`config.mk`:
```
export PLATFORM = sky130hd
export DESIGN_NAME = add_10_serial
export DESIGN_NICKNAME = d
export VERILOG_FILES = /design/src/rtl/add_pkg.sv /design/src/rtl/fa_bit.sv /design/src/rtl/add_10_serial.sv
export SDC_FILE = /design/constraint.sdc
export NUM_CORES = 1
export LEC_CHECK = 0
export BUFFER_PORTS_ARGS = -buffer_cell sky130_fd_sc_hd__buf_4
export CORE_MARGIN = 8
export CORE_UTILIZATION = 57
export CTS_BUF_LIST = sky130_fd_sc_hd__clkbuf_8
export CTS_CLUSTER_SIZE = 40
export DETAILED_ROUTE_END_ITERATION = 10
export PLACE_DENSITY = 0.81
export SLEW_MARGIN = 20
export SYNTH_ARGS = -nofsm -noshare
export SYNTH_HDL_FRONTEND = slang
export SYNTH_SLANG_ARGS = --single-unit
```
`constraint.sdc`:
```
create_clock -name clk -period 1.6 [get_ports clk]
set_input_delay 0.16 -clock clk [delete_from_list [all_inputs] [get_ports clk]]
set_output_delay 0.16 -clock clk [all_outputs]
set_load 0.01 [all_outputs]
```
`src/rtl/add_pkg.sv`:
```
// Shared constants and FSM state type for the bit-serial adder.
package add_pkg;

  localparam int ADD_WIDTH = 10;

  typedef enum logic [1:0] {
    ST_IDLE = 2'd0,
    ST_RUN  = 2'd1,
    ST_DONE = 2'd2
  } state_t;

  // Bit width needed for a counter that can hold the value n.
  function automatic int cnt_width(input int n);
    return $clog2(n + 1);
  endfunction

endpackage

```
`src/rtl/fa_bit.sv`:
```
// One-bit full adder; the only arithmetic element of the serial adder.
module fa_bit (
  input  logic a,
  input  logic b,
  input  logic cin,
  output logic s,
  output logic cout
);

  assign s    = a ^ b ^ cin;
  assign cout = (a & b) | (cin & (a ^ b));

endmodule

```
`src/rtl/add_10_serial.sv`:
```
// Bit-serial unsigned adder: one bit per clock through a single full adder,
// valid/ready handshake on both operand input and result output.
module add_10_serial
  import add_pkg::*;
#(
  parameter int WIDTH = ADD_WIDTH
) (
  input  logic             clk,
  input  logic             rst_n,
  input  logic             in_valid,
  output logic             in_ready,
  input  logic [WIDTH-1:0] a,
  input  logic [WIDTH-1:0] b,
  output logic             out_valid,
  input  logic             out_ready,
  output logic [WIDTH:0]   sum
);

  localparam int                CNT_W    = cnt_width(WIDTH);
  localparam logic [CNT_W-1:0]  LAST_BIT = CNT_W'(WIDTH - 1);

  state_t             state_q, state_d;
  logic [WIDTH-1:0]   a_q, a_d;
  logic [WIDTH-1:0]   b_q, b_d;
  logic [WIDTH-1:0]   res_q, res_d;
  logic [WIDTH:0]     sum_q, sum_d;
  logic               carry_q, carry_d;
  logic [CNT_W-1:0]   cnt_q, cnt_d;
  logic               fa_s, fa_cout;

  fa_bit u_fa (
    .a    (a_q[0]),
    .b    (b_q[0]),
    .cin  (carry_q),
    .s    (fa_s),
    .cout (fa_cout)
  );

  always_comb begin
    // NOTE: every signal gets its hold value first so no path leaves it unassigned (no latch).
    state_d = state_q;
    a_d     = a_q;
    b_d     = b_q;
    res_d   = res_q;
    sum_d   = sum_q;
    carry_d = carry_q;
    cnt_d   = cnt_q;

    case (state_q)
      ST_IDLE: begin
        if (in_valid) begin
          a_d     = a;
          b_d     = b;
          carry_d = 1'b0;
          cnt_d   = '0;
          state_d = ST_RUN;
        end
      end
      ST_RUN: begin
        a_d     = a_q >> 1;
        b_d     = b_q >> 1;
        res_d   = {fa_s, res_q[WIDTH-1:1]};
        carry_d = fa_cout;
        cnt_d   = cnt_q + CNT_W'(1);
        if (cnt_q == LAST_BIT) begin
          // Publish on the last bit so sum keeps the previous result during RUN.
          sum_d   = {fa_cout, fa_s, res_q[WIDTH-1:1]};
          state_d = ST_DONE;
        end
      end
      ST_DONE: begin
        if (out_ready) state_d = ST_IDLE;
      end
      default: state_d = ST_IDLE;
    endcase
  end

  always_ff @(posedge clk) begin
    // NOTE: non-blocking updates so every flop samples pre-edge values.
    if (!rst_n) begin
      state_q <= ST_IDLE;
      a_q     <= '0;
      b_q     <= '0;
      res_q   <= '0;
      sum_q   <= '0;
      carry_q <= 1'b0;
      cnt_q   <= '0;
    end else begin
      state_q <= state_d;
      a_q     <= a_d;
      b_q     <= b_d;
      res_q   <= res_d;
      sum_q   <= sum_d;
      carry_q <= carry_d;
      cnt_q   <= cnt_d;
    end
  end

  assign in_ready  = (state_q == ST_IDLE);
  assign out_valid = (state_q == ST_DONE);
  assign sum       = sum_q;

endmodule
```
==> qor.yml, run 1 <==
detailed_routing:
  vias_per_cell: 5.39
  detail_route.wl_per_cell_um: 13.3
  first_iter_violations: 181
  vias: 1693
  routed_wirelength_um: 4180
  drtPass1Iterations: 5
  route.detailed.drc: 0
  final_antenna_net_count: 0
power_and_ir_drop:
  powerDensity_mw_per_mm2: 915
  cellLeakagePower_uw: 0.000977
  worst_ir_drop_vdd_mv: 0.490
  total_power_consumption_uw: 2250
setup_path:
  critical_path.max_fanout: 19
  cp-start-kind: "flip-flop"
  worstSetupEndpointType: "flip-flop"
  worstPathArrival_ns: 1.64
  required_ns: 1.84
  critical_path_class: "flip-flop to flip-flop"
logic_synthesis:
  synth_area_leaders: "dfxtp_1, o221a_2, nand2_1, a21oi_1, nor2b_1"
  synthesis.area_mm2: 0.00209
  netlist_instances: 235
  post_synth.cell_area_avg_um2: 8.88
  seq_area_frac_synth: 0.451
  count_of_cell_types_in_the_netlist: 32
  synth.yosys.warnings: 0
  post_synth_net_total: 262
  synth-seq-cells: 47
  top_cell_type_by_total_area_after_synthesis: "dfxtp_1"
  yosysTopAreaCellShare: 0.451
placed_design:
  place_worst_setup_slack_ns: 0.142
  numPlacedInstances: 307
  dp.final_hpwl_um: 2880
  placer_congestion: 0.756
  io_buffer_count: 36
floorplanning:
  die_area_mm2: 0.00585
  die_width_um: 76.5
  area_of_the_core_region_mm2: 0.00358
  start_util: 0.583
  design.portCount: 37
  dieHeight_um: 76.5
  std_cell_rows: 22
sta:
  fmax_ghz: 0.712
  timing.max_slew.rel_slack: 0.469
  post_layout_min_period_ns: 1.41
  worst_slew_pin_slew_ns: 0.796
  worst_setup_slack_after_layout_ns: 0.195
  hold_violations: 0
  final_setup_fails: 0
  timing.clock.skew_ns: 0.00571
  maxSlewViolCount: 0
  timing.final.crit_share: 0.878
  finalSetupTns_ns: 0
  rsz0062_at_grt: "false"
clocking:
  cts.sinks: 47
  post_cts_resized: 0
  longest_clk_path_bufs: 2
  post-cts-setup-buffers: 0
  cts_hold_buffers_added: 0
  clock_tree.root_cell: "clkbuf_8"
  tritoncts: "built"
  clkTransAtPathRegs_ns: 0.08
  clock_latency_ns: 0.30
  tritoncts_buffer_count: 5
  cts_htree_levels: 2
finish:
  final_common_cell: "dfxtp_1"
  most_frequent_cells_in_the_layout: "dfxtp_1, buf_4, nand2_1, a21oi_1, nor2_1"
  design.final.nets: 293
  layout-drive-gt1-share: 0.271
  finish.utilization: 0.686
  finalNonFillerCells: 314
  antenna_cells_inserted: 0
  layout-area-overhead-vs-synth_pct: 17.6
grt:
  grt.total_usage: 0.149
  first_global_vias: 1612
  grt_remaining_overflow: 0
  antenna_violations_before_repair: 0
  first_pass_grt_wire_length_um: 7350
  grt_max_degree: 28
outcome:
  status: "complete, no violations"
worst_hold_path:
  worstHoldPathType: "input pin to flip-flop"
job:
  drv.max_cap_violation_count: 0
kinds of logic after synthesis:
kind of cell	Yosys count	synth area share
buf+inv	24	0.0600
fa+ha+maj	3	0.0216
mux	11	0.0528
flops	47	0.451
simple gates	96	0.218
compound gates	54	0.197
state kept, by name (all words and copies together), names as in the netlist:
name,count
carry_q,1
a_q,10
state_q,2
res_q,9
sum,11
b_q,10
cnt_q,4
report_power, final:
part / internal (uW) / switching [uW] / total, uW
Sequential: 1220 / 34.2 / 1260
Clock: 339 / 367 / 706
Combinational: 145 / 138 / 283
cell usage after synthesis:
cell type / n
dfxtp_1: 47
nand2_1: 42
a21oi_1: 27
nor2_1: 23
nor2b_1: 18
o221a_2: 18
mux2i_1: 11
clkbuf_1: 8
buf_2: 7
buf_6: 3
inv_1: 3
a31oi_1: 2
a32oi_1: 2
and4b_1: 2
ha_1: 2
nand3_1: 2
nand3b_1: 2
nor3b_1: 2
a211oi_1: 1
a22oi_1: 1
a2bb2oi_1: 1
buf_1: 1
buf_4: 1
clkinv_1: 1
fa_1: 1
nand2b_1: 1
nor2_2: 1
nor2b_4: 1
nor3_1: 1
o21a_1: 1
o21bai_2: 1
or3_1: 1
final timing paths:
| check | cells past startpoint | end | slack (ns) | start |
|---|---|---|---|---|
| hold / removal | 3 | a_q[9] | 0.14 | a[9] |
| setup reg to reg | 3 | a_q[1] | 0.19 | state_q[0] |
| hold reg to reg | 2 | sum[8] | 0.46 | sum[8] |
| setup / recovery | 3 | a_q[1] | 0.19 | state_q[0] |
through the flow:
stage               hold slack, ns  cell area [um2]
floorplan                    0.332             2090
global placement             0.426             2370
detailed placement           0.435             2370
CTS                          0.132             2450
global route                 0.119             2450
finish                       0.140             2450
final cells by class:
| class | instances | area (um2) |
|---|---|---|
| Clock buffer | 6 | 82.6 |
| Clock inverter | 1 | 5.00 |
| Fill cell | 304 | 1120 |
| Inverter | 4 | 15.0 |
| Multi-Input combinational cell | 164 | 1020 |
| Sequential cell | 47 | 941 |
| Tap cell | 48 | 60.1 |
| Timing Repair Buffer | 44 | 330 |
critical path, cell delays in order, from the launching register on:
cell and delay [ns]:
dfxtp_1 0.37, nor2_1 0.07, nor2_2 0.61, o221a_2 0.30
routing by layer:
layer  share of wire  wire length, um  GRT usage  vias to the layer above
li1                -                -          -                      870
met1            0.45             1890      0.181                      774
met2            0.47             1960      0.228                       41
met3           0.061              255     0.0649                        8
met4           0.017               70     0.0519                        0
met5               0                0          0                        -
No activity file was read; power rests on OpenSTA's default activity.
==> run 2, diff against run 1 <==
- CORE_ASPECT_RATIO: unset -> 0.8
==> run 2 against run 1 <==
  * Non-clock buffer count up 1
  * Global-route usage up 0.58 points
  * Combinational power up 1%
  * Sequential share of layout area down 0.31 points
  * Sequential power about the same
  * Hold slack worse by 0.0062 ns
  * Critical path type is now flip-flop to output port
  * Largest cell class unchanged
==> qor.yml, run 2 (synthesis gave the netlist of run 1 again) <==
sta:
  finalSetupTns_ns: 0
  hold_ws_ns: 0.134
  timing.final.crit_share: 0.896
  maxSlewViolCount: 0
  timing.max_slew.rel_slack: 0.517
  final_setup_fails: 0
  post_layout_min_period_ns: 1.43
  worst_slew_pin_slew_ns: 0.723
  timing.clock.skew_ns: 0.00517
  hold_violations: 0
  rsz0062_at_grt: "false"
  fmax_ghz: 0.697
finish:
  finish.utilization: 0.713
  fillers: 294
  final_area_mm2: 0.00247
  antenna_cells_inserted: 0
  layout-drive-gt1-share: 0.272
  layout-area-overhead-vs-synth_pct: 18.6
  design.final.nets: 294
  most_frequent_cells_in_the_layout: "dfxtp_1, buf_4, nand2_1, a21oi_1, nor2_1"
  largest_reg_flops: 11
  final_common_cell: "dfxtp_1"
floorplanning:
  die_width_um: 83.6
  start_util: 0.601
  area_of_the_core_region_mm2: 0.00347
  dieHeight_um: 70.1
  design.portCount: 37
  die_area_mm2: 0.00586
  std_cell_rows: 19
power_and_ir_drop:
  powerDensity_mw_per_mm2: 922
  worst_ir_drop_vdd_mv: 0.782
  cellLeakagePower_uw: 0.000990
clocking:
  tritoncts: "built"
  clkTransAtPathRegs_ns: 0.08
  clock_latency_ns: 0.29
  longest_clk_path_bufs: 2
  cts_hold_buffers_added: 0
  post_cts_resized: 0
  clock_tree.root_cell: "clkbuf_8"
  cts.sinks: 47
  tritoncts_buffer_count: 5
  post-cts-setup-buffers: 0
  cts_htree_levels: 2
worst_hold_path:
  min_path_cells: 3
  worstHoldPathType: "input pin to flip-flop"
  min_from: "b[9]"
  hold-path-endpoint: "b_q[9]"
grt:
  grt.total_usage: 0.155
  first_global_vias: 1659
  antenna_violations_before_repair: 0
  grt_max_degree: 42
  first_pass_grt_wire_length_um: 7790
  grt_remaining_overflow: 0
setup_path:
  cp-start-kind: "flip-flop"
  critical_path_class: "flip-flop to output port"
  required_ns: 1.44
  critical_path.max_fanout: 9
  reg_to_reg_slack_setup_ns: 0.23
  timing.rr.end: "a_q[4]"
  regToRegStartpoint: "state_q[0]"
  worstPathArrival_ns: 1.27
  worst_r2r_path_depth: 3
  worstSetupEndpointType: "output port"
detailed_routing:
  final_antenna_net_count: 0
  drtPass1Iterations: 4
  routed_wirelength_um: 4420
  detail_route.wl_per_cell_um: 14.3
  vias_per_cell: 5.50
  vias: 1705
  route.detailed.drc: 0
  first_iter_violations: 102
placed_design:
  io_buffer_count: 36
  placed_cell_area_mm2: 0.00238
  dp.final_hpwl_um: 3050
  placer_congestion: 0.782
job:
  drv.max_cap_violation_count: 0
outcome:
  status: "complete, no violations"
[run 2: cell count changes in the layout (fill, tap and decap cells not counted), sizes merged]
cell / change
buf: +1
inv: +1
[run 2: routing by layer]
| layer | wire [um] | GRT usage | up-vias |
|---|---|---|---|
| met2 | 1930 | 0.229 | 37 |
| met5 | 0 | 0 | - |
| li1 | - | - | 870 |
| met4 | 38 | 0.0516 | 0 |
| met1 | 2210 | 0.208 | 793 |
| met3 | 246 | 0.0463 | 5 |
[run 2: cell type report]
type                       count  area [um2]  share of cell area
multi-input combinational    164        1020               0.412
clock buffer                   6        82.6              0.0334
tap                           42        52.6              0.0212
sequential                    47         941               0.380
inverter                       4        15.0             0.00607
timing repair buffer          45         350               0.142
clock inverter                 2        12.5             0.00506
[run 2: where the power goes]
group | leakage [uW] | switching [uW] | total (uW) | internal, uW
clock network | 0.0000526 | 387 | 735 | 348
registers | 0.000384 | 36.8 | 1260 | 1220
logic | 0.000553 | 140 | 287 | 147
[run 2: worst max-delay path: stages, from the launching register on]
cell and delay, ns:
dfxtp_1 0.46, buf_4 0.21, nor2b_1 0.17, buf_4 0.14
[run 2: worst max-delay path by stage]
| stage | start | depth (start not counted) | end |
|---|---|---|---|
| 2_1_floorplan | cnt_q[1] | 6 | state_q[1] |
| 3_3_place_gp | state_q[0] | 3 | a_q[2] |
| 3_5_place_dp | state_q[0] | 3 | a_q[4] |
| 4_1_cts | state_q[1] | 3 | out_valid |
| 5_1_grt | state_q[1] | 3 | out_valid |
| 6_report | state_q[1] | 3 | out_valid |
[run 2: metrics by stage]
stage | setup WS (ns) | total power (uW) | instances
2_1_floorplan | 0.329 | 1480 | 235
3_3_place_gp | 0.274 | 1570 | 302
3_5_place_dp | 0.242 | 1570 | 302
4_1_cts | 0.131 | 2290 | 310
5_1_grt | 0.0684 | 2390 | 310
6_report | 0.166 | 2280 | 310
